===== src/rtl/mul_seq_pkg.sv =====
// Shared types and constants for the sequential multiply-and-convert block:
// FSM state encoding, BCD geometry and the double-dabble digit adjust.
package mul_seq_pkg;

  typedef enum logic [1:0] {
    IDLE = 2'd0,
    MUL  = 2'd1,
    BCD  = 2'd2,
    DONE = 2'd3
  } state_t;

  localparam int          BCD_DIGITS = 5;
  localparam int          BCD_W      = 4 * BCD_DIGITS;
  localparam logic [3:0]  BCD_ADJ_TH = 4'd5;

  // Add 3 to every digit that is 5 or more, so the following left shift
  // carries correctly into the next decimal digit.
  function automatic logic [BCD_W-1:0] bcd_adjust(input logic [BCD_W-1:0] v);
    logic [BCD_W-1:0] r;
    r = v;
    for (int d = 0; d < BCD_DIGITS; d++) begin
      if (v[4*d +: 4] >= BCD_ADJ_TH) r[4*d +: 4] = v[4*d +: 4] + 4'd3;
    end
    return r;
  endfunction

endpackage


===== src/rtl/bin2bcd_seq.sv =====
// Iterative double-dabble converter: load captures the binary value and
// clears the BCD register, each step does one adjust-and-shift. 'last' is
// high while the final step is being performed; bcd_next is the value the
// BCD register takes on the current step, so the result of the final step
// can be captured by the owner on the same edge.
module bin2bcd_seq
  import mul_seq_pkg::*;
#(
  parameter int BIN_W = 16
) (
  input  logic             clk,
  input  logic             rst,
  input  logic             load,
  input  logic             step,
  input  logic [BIN_W-1:0] bin,
  output logic [BCD_W-1:0] bcd_next,
  output logic             last
);

  localparam int CNT_W = $clog2(BIN_W);

  logic [BIN_W-1:0]       bin_q;
  logic [BCD_W-1:0]       bcd_q;
  logic [CNT_W-1:0]       cnt;
  logic [BIN_W-1:0]       bin_shift;
  logic [BCD_W+BIN_W-1:0] shifted;

  // One double-dabble step: adjust all digits, then shift BCD:binary left.
  always_comb begin
    shifted   = {bcd_adjust(bcd_q), bin_q} << 1;
    bcd_next  = shifted[BCD_W+BIN_W-1:BIN_W];
    bin_shift = shifted[BIN_W-1:0];
    last      = (cnt == CNT_W'(BIN_W - 1));
  end

  // Shift register and step counter; load takes priority over step.
  // NOTE: sequential state uses non-blocking assignments so every register
  // samples pre-edge values regardless of statement order.
  always_ff @(posedge clk or posedge rst) begin
    if (rst) begin
      bin_q <= '0;
      bcd_q <= '0;
      cnt   <= '0;
    end else if (load) begin
      bin_q <= bin;
      bcd_q <= '0;
      cnt   <= '0;
    end else if (step) begin
      bin_q <= bin_shift;
      bcd_q <= bcd_next;
      cnt   <= cnt + 1'b1;
    end
  end

endmodule


===== src/rtl/mul_seq_ctrl.sv =====
// Sequential unsigned multiplier followed by binary-to-BCD conversion.
// OP_W shift-add cycles, then 2*OP_W double-dabble cycles, then a one-cycle
// DONE pulse. Results are registered only on entry to DONE.
// Optional macro MUL_SEQ_ABORT_EN adds an 'abort' input that cancels an
// operation in MUL or BCD without touching the held results.
module mul_seq_ctrl
  import mul_seq_pkg::*;
#(
  parameter int OP_W = 8
) (
  input  logic              clk,
  input  logic              rst,
  input  logic              start,
`ifdef MUL_SEQ_ABORT_EN
  input  logic              abort,
`endif
  input  logic [OP_W-1:0]   op_a,
  input  logic [OP_W-1:0]   op_b,
  output logic              busy,
  output logic              done,
  output logic [2*OP_W-1:0] product,
  output logic [BCD_W-1:0]  bcd
);

  localparam int PROD_W = 2 * OP_W;
  localparam int MCNT_W = $clog2(OP_W);

  state_t              state, state_nxt;
  logic [PROD_W-1:0]   acc, acc_next, mcand;
  logic [OP_W-1:0]     mplier;
  logic [MCNT_W-1:0]   mul_cnt;
  logic                mul_last;
  logic                accept, conv_load, conv_step, capture, abort_req;
  logic [BCD_W-1:0]    conv_bcd_next;
  logic                conv_last;

`ifdef MUL_SEQ_ABORT_EN
  assign abort_req = abort;
`else
  assign abort_req = 1'b0;
`endif

  assign acc_next = mplier[0] ? (acc + mcand) : acc;
  assign mul_last = (mul_cnt == MCNT_W'(OP_W - 1));

  // State register.
  always_ff @(posedge clk or posedge rst) begin
    if (rst) state <= IDLE;
    else     state <= state_nxt;
  end

  // Next-state and control decode; abort outranks every other transition.
  // NOTE: every output gets a default first so no path leaves one unassigned
  // and no latch is inferred.
  always_comb begin
    state_nxt = state;
    accept    = 1'b0;
    conv_load = 1'b0;
    conv_step = 1'b0;
    capture   = 1'b0;
    busy      = 1'b0;
    done      = 1'b0;
    case (state)
      IDLE: begin
        if (start) begin
          accept    = 1'b1;
          state_nxt = MUL;
        end
      end
      MUL: begin
        busy = 1'b1;
        if (abort_req) begin
          state_nxt = IDLE;
        end else if (mul_last) begin
          conv_load = 1'b1;
          state_nxt = BCD;
        end
      end
      BCD: begin
        busy = 1'b1;
        if (abort_req) begin
          state_nxt = IDLE;
        end else begin
          conv_step = 1'b1;
          if (conv_last) begin
            capture   = 1'b1;
            state_nxt = DONE;
          end
        end
      end
      DONE: begin
        done      = 1'b1;
        state_nxt = IDLE;
      end
      default: state_nxt = IDLE;
    endcase
  end

  // Shift-add multiplier datapath and the result registers seen outside.
  always_ff @(posedge clk or posedge rst) begin
    if (rst) begin
      acc     <= '0;
      mcand   <= '0;
      mplier  <= '0;
      mul_cnt <= '0;
      product <= '0;
      bcd     <= '0;
    end else begin
      if (accept) begin
        acc     <= '0;
        mcand   <= {{OP_W{1'b0}}, op_a};
        mplier  <= op_b;
        mul_cnt <= '0;
      end else if (state == MUL) begin
        acc     <= acc_next;
        mcand   <= mcand << 1;
        mplier  <= mplier >> 1;
        mul_cnt <= mul_cnt + 1'b1;
      end
      if (capture) begin
        product <= acc;
        bcd     <= conv_bcd_next;
      end
    end
  end

  // The converter is loaded with the product of the final MUL step.
  bin2bcd_seq #(
    .BIN_W (PROD_W)
  ) u_bin2bcd (
    .clk      (clk),
    .rst      (rst),
    .load     (conv_load),
    .step     (conv_step),
    .bin      (acc_next),
    .bcd_next (conv_bcd_next),
    .last     (conv_last)
  );

endmodule


===== config.mk =====
export PLATFORM = sky130hd
export DESIGN_NAME = mul_seq_ctrl
export DESIGN_NICKNAME = d
export VERILOG_FILES = /design/src/rtl/mul_seq_pkg.sv /design/src/rtl/bin2bcd_seq.sv /design/src/rtl/mul_seq_ctrl.sv
export SDC_FILE = /design/constraint.sdc
export NUM_CORES = 1
export LEC_CHECK = 0
export CORE_MARGIN = 8
export CORE_UTILIZATION = 60
export CTS_CLUSTER_SIZE = 20
export DETAILED_ROUTE_END_ITERATION = 8
export PLACE_DENSITY = 0.83
export RECOVER_POWER = 25
export SLEW_MARGIN = 30
export SYNTH_ARGS = -nofsm -noshare
export SYNTH_HDL_FRONTEND = slang
export SYNTH_SLANG_ARGS = --single-unit

===== constraint.sdc =====
create_clock -name clk -period 6.9 [get_ports clk]
set_clock_uncertainty 0.05 [all_clocks]
set_input_delay 0.69 -clock clk [delete_from_list [all_inputs] [get_ports clk]]
set_output_delay 0.69 -clock clk [all_outputs]
set_load 0.02 [all_outputs]

==> flow_summary_export.csv, run 1 <==
group,metric,value,unit
routing,routedWlPerCell,17.2,µm
grt,grt_pass1_wl,24400,µm
worst_setup_path,crit_required,7.25,ns
run_status,violations,"capacitance limit, slew limit",
pwr,leakage,3.46,nW
synthesis,ys.flop_type,"dfrtp_1",
timing,maxSlewViolCount,102,
synthesis,yosysWarnings,0,
timing,rsz0062_at_grt,"no",
cts,holdBufCountCts,0,
synthesis,syn_inst,632,
cts,cts_tree,"yes",
run_status,status,"finished, violations left",
timing,min_period_over_period,46.7,%
timing,setup-violations-final,0,
synthesis,syn-num-nets,685,
cts,cts-root-buf,"clkbuf_8",
grt,antenna_found_initial,0,
routing,avgViaCountPerCell,5.90,
routing,drc,0,
worst_setup_path,worstPathArrival,3.57,ns
floorplan,dieArea,0.0143,mm²
place,place_area,0.00708,mm²
cts,cts_made_buffers,17,
routing,routed_wl,14200,µm
grt,grt_use_total,20.8,%
grt,grt_pass1_vias,5043,
worst_setup_path,crit_type,"reg -> reg",
cts,htreeDepth,4,
synthesis,synth_cell_type_count,46,
floorplan,rows,38,
timing,max_slew_margin,-35.8,%
place,io_buffers,56,
timing,timing_hold_violations_final,0,
layout,syn_to_final_growth,19.1,%
job,drv_cap,2,
worst_setup_path,worst_setup_path_start_kind,"flip-flop",
timing,worstMarginPinSlew,2.03,ns
routing,vias,4887,
cts,clk_pin_slew_worst_paths,0.05,ns
worst_hold_path,hp-class,"reg -> reg",
worst_setup_path,critPathMaxFanout,53,
layout,drive_above_1_share,9.88,%
timing,fin_setup_tns,0,ns
cts,clock_latency,0.52,ns
synthesis,synthMuxAreaShare,13.7,%
synthesis,synth_xor_area_share,2.58,%
synthesis,synthSimpleGateAreaFrac,12.1,%
grt,grt_max_degree,76,
routing,drt-initial-drc-count,380,
cts,post_cts_buffers,0,
synthesis,syn_area_per_cell,10.2,µm²
floorplan,core_area,0.0107,mm²
cts,cts.repair.resized,0,
synthesis,synth_top_family_by_area,"compound AO/OA/AOI/OAI gates",
grt,grt_overflow,0,
cts,clock_path_buffers,2,
synthesis,synth_seq_area_share,47.0,%
routing,drt_pre_antenna_iters,5,
timing,timing.fmax,0.310,GHz
floorplan,die_h,120,µm
worst_setup_path,crit_path_end_kind,"flip-flop",
synthesis,ys_ff_latch,121,
layout,nets,730,
pwr,vdd_drop_max,0.000231,V
synthesis,syn_area,0.00644,mm²
cts,clock-sinks,121,
floorplan,die-width,120,µm
routing,ant_nets,0,
synthesis,synth_compound_area_share,14.3,%
synthesis,synth_edf_count,0,
place,finalWeightedCongestion,0.883,
place,dp_hpwl,9530,µm
timing,fin_crit,3.22,ns
synthesis,synthArstFlopShare,100,%
layout,num_antenna_cells,0,
floorplan,initial_core_util,60.5,%
layout,fin_area,0.00767,mm²
floorplan,io_pins,57,
synthesis,synth_fa_ha_area_share,6.72,%
pwr,power_density,487,mW/mm²
[area by class of cell]
cell class                 count  area [µm²]
multi-input combinational    455        3190
sequential                   121        3030
fill                         765        2980
timing repair buffer          62         606
clock buffer                  22         453
tap                          140         175
clock inverter                 8         145
inverter                      20        76.3
[critical path, cell delays in order (launching register included)]
cell	delay (ns)
dfrtp_1	0.41
inv_1	0.15
ha_1	0.23
and2_0	0.14
clkbuf_1	1.44
nor2_1	0.33
a22o_1	0.35
[cell usage after synthesis, drive strengths merged, types with 5 or more instances]
library cell	number	area share, %
nor2b	9	0.87
buf	9	0.68
nor2	46	2.7
o21ai	52	4.0
inv	20	1.2
ha	33	6.4
mux2i	58	9.0
a31oi	5	0.49
a21oi	51	4.0
nor3b	9	1.0
nand2b	7	0.68
nor3	12	1.0
dfrtp	121	47
nand2	55	3.2
a21o	5	0.58
clkbuf	26	1.5
mux2	27	4.7
xnor2	15	2.0
nand3	14	1.1
a211oi	17	2.0
[stage by stage]
step	hold WS (ns)	util [%]	worst slack (ns)	std cells	total power, mW
2_1_floorplan	0.432	-	2.95	632	2.36
3_3_place_gp	0.410	66.4	4.30	798	2.72
3_5_place_dp	0.420	66.4	4.19	798	2.82
4_1_cts	0.432	72.1	4.16	828	3.75
5_1_grt	0.454	72.1	3.33	828	3.99
6_report	0.425	72.1	3.68	828	3.73
[kinds of logic after synthesis]
family / after synthesis
AO/OA/AOI/OAI: 151
XOR/XNOR: 19
adder cells (fa/ha/maj): 34
buffers and inverters: 56
flip-flops: 121
multiplexers: 85
AND/OR/NAND/NOR: 166
[registers in the layout, summed over array words and instances (netlist names)]
| name | count |
|---|---|
| state | 2 |
| mplier | 8 |
| product | 16 |
| u_bin2bcd.bcd_q | 20 |
| u_bin2bcd.bin_q | 16 |
| u_bin2bcd.cnt | 4 |
| bcd | 20 |
| mul_cnt | 3 |
| acc | 16 |
| mcand | 16 |
[metal layers]
metal | GRT usage (%) | wire length, µm | vias to the layer above
met5 | 0 | 0 | -
met4 | 8.51 | 249 | 0
met3 | 5.59 | 721 | 30
met2 | 34.8 | 7100 | 142
met1 | 24.9 | 6140 | 2387
li1 | - | - | 2328
[cells in the final DEF, fill, tap and decap left out, drive strengths merged, types with 5 or more instances in the layout]
| master | synthesis | final |
|---|---|---|
| inv | 20 | 19 |
| nor3 | 12 | 12 |
| nor2b | 9 | 9 |
| clkbuf | 26 | 23 |
| nor3b | 9 | 9 |
| nand2 | 55 | 55 |
| buf | 9 | 5 |
| xnor2 | 15 | 15 |
| nand3 | 14 | 14 |
| o21ai | 52 | 52 |
| a21oi | 51 | 51 |
| dfrtp | 121 | 121 |
| a21o | 5 | 5 |
| clkdlybuf4s50 | 0 | 55 |
| ha | 33 | 33 |
| mux2i | 58 | 58 |
| nand2b | 7 | 7 |
| nor2 | 46 | 46 |
| a211oi | 17 | 17 |
| mux2 | 27 | 27 |
| a31oi | 5 | 5 |
[power by group]
group	switching [mW]	total, mW	leakage [nW]	internal (mW)
Combinational	0.897	1.60	1.58	0.698
Clock	0.301	0.901	0.287	0.600
Sequential	0.258	1.24	1.59	0.981
Total	1.46	3.73	3.46	2.28
[path summary, 6_finish.rpt]
check                      slack, ns            startpoint  cells past startpoint               endpoint
setup reg to reg                3.68  state[0]$_DFFE_PP0P_                      6     acc[7]$_DFFE_PP0P_
min in group asynchronous       1.11                   rst                      2     bcd[6]$_DFFE_PP0P_
max in group asynchronous       4.34                   rst                      3  mcand[11]$_DFFE_PP0P_
hold / removal                  0.42   bcd[19]$_DFFE_PP0P_                      2    bcd[19]$_DFFE_PP0P_
hold reg to reg                 0.42   bcd[19]$_DFFE_PP0P_                      2    bcd[19]$_DFFE_PP0P_
setup / recovery                3.68  state[0]$_DFFE_PP0P_                      6     acc[7]$_DFFE_PP0P_
(Power assumes the default switching activity.)
==> run 2: changes to the inputs <==
--- a/config.mk
+++ b/config.mk
@@ -6,10 +6,10 @@
 export NUM_CORES = 1
 export LEC_CHECK = 0
 export CORE_MARGIN = 8
-export CORE_UTILIZATION = 60
+export CORE_UTILIZATION = 52
 export CTS_CLUSTER_SIZE = 20
 export DETAILED_ROUTE_END_ITERATION = 8
-export PLACE_DENSITY = 0.83
+export PLACE_DENSITY = 0.76
 export RECOVER_POWER = 25
 export SLEW_MARGIN = 30
 export SYNTH_ARGS = -nofsm -noshare
==> constraint.sdc (replaced) <==
create_clock -name clk -period 2.8 [get_ports clk]
set_clock_uncertainty 0.05 [all_clocks]
set_input_delay 0.28 -clock clk [delete_from_list [all_inputs] [get_ports clk]]
set_output_delay 0.28 -clock clk [all_outputs]
set_load 0.02 [all_outputs]
==> run 2 against run 1 <==
  * The flow still finishes with violations (capacitance limit, slew limit)
  * Clock power rose to 2.7 times the previous value
  * First-iteration DRC count down 7.6%
  * Flip-flop and latch count stayed put
  * Power grew to 2.5 times the previous value
  * Critical endpoint is now u_bin2bcd.bin_q[8]$_DFFE_PP0P_
  * Largest cell class unchanged
  * Largest power group unchanged
==> flow_summary_export.csv, run 2 (same netlist as run 1, synthesis figures left out) <==
group,metric,value,unit
worst_setup_path,crit_required,3.04,ns
floorplan,rows,40,
cts,cts-root-buf,"clkbuf_16",
routing,drc,0,
grt,grt_pass1_vias,4934,
routing,drt-initial-drc-count,351,
place,io_buffers,56,
pwr,vdd_drop_max,0.000524,V
place,dp_cells,832,
worst_setup_path,worstPathArrival,2.86,ns
layout,num_antenna_cells,0,
cts,clock_path_buffers,2,
cts,clock_latency,0.41,ns
place,place_area,0.00718,mm²
worst_setup_path,ff2ff_path_depth,9,
cts,cts_made_buffers,17,
cts,post_cts_buffers,0,
timing,timing_hold_violations_final,0,
pwr,seqPwrFrac,31.8,%
timing,fin_setup_tns,0,ns
layout,drive_above_1_share,11.4,%
timing,max_slew_margin,-6.71,%
timing,hold_slack,0.372,ns
worst_setup_path,critPathMaxFanout,4,
floorplan,core_area,0.0121,mm²
run_status,status,"finished, violations left",
timing,timing.fmax,0.382,GHz
layout,fin_cells,864,
routing,ant_nets,0,
worst_setup_path,cp.depth,9,
worst_setup_path,crit_path_end_kind,"flip-flop",
place,post-place-ws,0.256,ns
worst_setup_path,timing.critical_path.from,"acc[0]$_DFFE_PP0P_",
layout,post-route-util,65.0,%
worst_hold_path,hp-class,"in -> reg",
timing,maxSlewViolCount,122,
worst_setup_path,cp_cell_sequence,"ha_1, fa_1, a21o_1, a221oi_4, buf_4, o21bai_1, a21oi_1, mux2i_1, nor3_1",
timing,setup-violations-final,0,
worst_setup_path,worstSetupEndpoint,"u_bin2bcd.bin_q[8]$_DFFE_PP0P_",
worst_setup_path,r2r_setup_slack,0.18,ns
pwr,leakage,3.53,nW
timing,rsz0062_at_grt,"no",
floorplan,initial_core_util,53.4,%
cts,clk_pin_slew_worst_paths,0.05,ns
worst_setup_path,worst_setup_path_start_kind,"flip-flop",
job,drv_cap,1,
routing,avgViaCountPerCell,5.57,
grt,grt_overflow,0,
worst_setup_path,r2r-end,"u_bin2bcd.bin_q[8]$_DFFE_PP0P_",
cts,holdBufCountCts,0,
routing,routed_wl,13800,µm
cts,clock-sinks,121,
layout,top_regs,"bcd: 20 flops, u_bin2bcd.bcd_q: 20 flops",
worst_setup_path,critPathBufInv,1,
floorplan,die_h,127,µm
pwr,pwr-share-clk,26.1,%
floorplan,dieArea,0.0162,mm²
layout,nets,736,
place,dp_hpwl,9330,µm
worst_setup_path,reg2reg_from,"acc[0]$_DFFE_PP0P_",
cts,htreeDepth,4,
pwr,switching_share,37.9,%
layout,final_common_cell,"dfrtp_1",
worst_setup_path,cp_slowest_cell,"dfrtp_1",
pwr,power_density,1200,mW/mm²
layout,fin_area,0.00784,mm²
routing,drt_pre_antenna_iters,5,
worst_setup_path,critical-path-top-delay-family,"compound AO/OA/AOI/OAI gates",
grt,grt_pass1_wl,23600,µm
timing,worstMarginPinSlew,1.60,ns
routing,routedWlPerCell,15.9,µm
layout,multiInputGateArea,0.00319,mm²
cts,cts.repair.resized,0,
timing,fin_crit,2.62,ns
run_status,violations,"capacitance limit, slew limit",
layout,seqCellArea,0.00303,mm²
pwr,total_power,9.42,mW
grt,grt_use_total,17.9,%
timing,min_period_over_period,93.5,%
pwr,intPower,5.85,mW
cts,cts_tree,"yes",
floorplan,die-width,127,µm
layout,syn_to_final_growth,21.7,%
place,finalWeightedCongestion,0.926,
layout,layout_common_cells,"dfrtp_1 (121), mux2i_1 (58), nand2_1 (55), clkdlybuf4s50_1 (55)",
grt,antenna_found_initial,0,
pwr,p_sw,3.57,mW
routing,vias,4811,
grt,grt_max_degree,122,
worst_setup_path,crit_type,"reg -> reg",
floorplan,io_pins,57,
timing,fin_ws,0.183,ns
pwr,pwr-share-comb,42.1,%
layout,fillCellCount,947,
worst_setup_path,crit_path_max_incr_delay,0.42,ns
-- run 2: cell types whose count changed in the layout (fill, tap and decap cells not counted), moves of 2 or more --
cell / before / now
buf_4: 4 / 10
bufinv_16: 4 / 6
clkbuf_1: 4 / 1
clkbuf_8: 3 / 1
clkinv_2: 2 / 4
-- run 2: worst min-delay path by stage --
stage | startpoint | to | cells after the start
6_report | op_b[1] | mplier[1]$_DFFE_PP0P_ | 3
4_1_cts | op_b[1] | mplier[1]$_DFFE_PP0P_ | 3
2_1_floorplan | op_a[0] | mcand[0]$_DFFE_PP0P_ | 2
3_5_place_dp | bcd[11]$_DFFE_PP0P_ | bcd[11]$_DFFE_PP0P_ | 2
5_1_grt | op_b[7] | mplier[7]$_DFFE_PP0P_ | 3
3_3_place_gp | bcd[8]$_DFFE_PP0P_ | bcd[8]$_DFFE_PP0P_ | 2
-- run 2: layer usage --
layer	vias to the layer above	share of wire, %	GRT usage, %
li1	2335	-	-
met3	22	5.6	5.53
met1	2311	44	21.2
met4	0	1.3	6.51
met2	143	49	30.0
met5	-	0	0
-- run 2: cell type report --
class / instances / share of cell area, %
Clock buffer: 19 / 5.65
Clock inverter: 13 / 2.86
Inverter: 20 / 1.01
Multi-Input combinational cell: 455 / 40.7
Sequential cell: 121 / 38.6
Tap cell: 168 / 2.68
Timing Repair Buffer: 68 / 8.46
-- run 2: worst reg2reg max path: stages, from the launching register on --
cell and delay (ns):
dfrtp_1 0.42, ha_1 0.26, fa_1 0.41, a21o_1 0.24, a221oi_4 0.28, buf_4 0.18, o21bai_1 0.06, a21oi_1 0.31
mux2i_1 0.23, nor3_1 0.06
-- run 2: power groups by stage --
| stage | logic (mW) | clock network (mW) | registers, mW |
|---|---|---|---|
| 3_3_place_gp | 3.77 | 0 | 2.97 |
| 4_1_cts | 3.99 | 2.49 | 3.00 |
| 5_1_grt | 4.43 | 2.58 | 3.10 |
| 3_5_place_dp | 3.95 | 0 | 3.01 |
| 2_1_floorplan | 2.78 | 0 | 3.03 |
| 6_report | 3.96 | 2.46 | 3.00 |
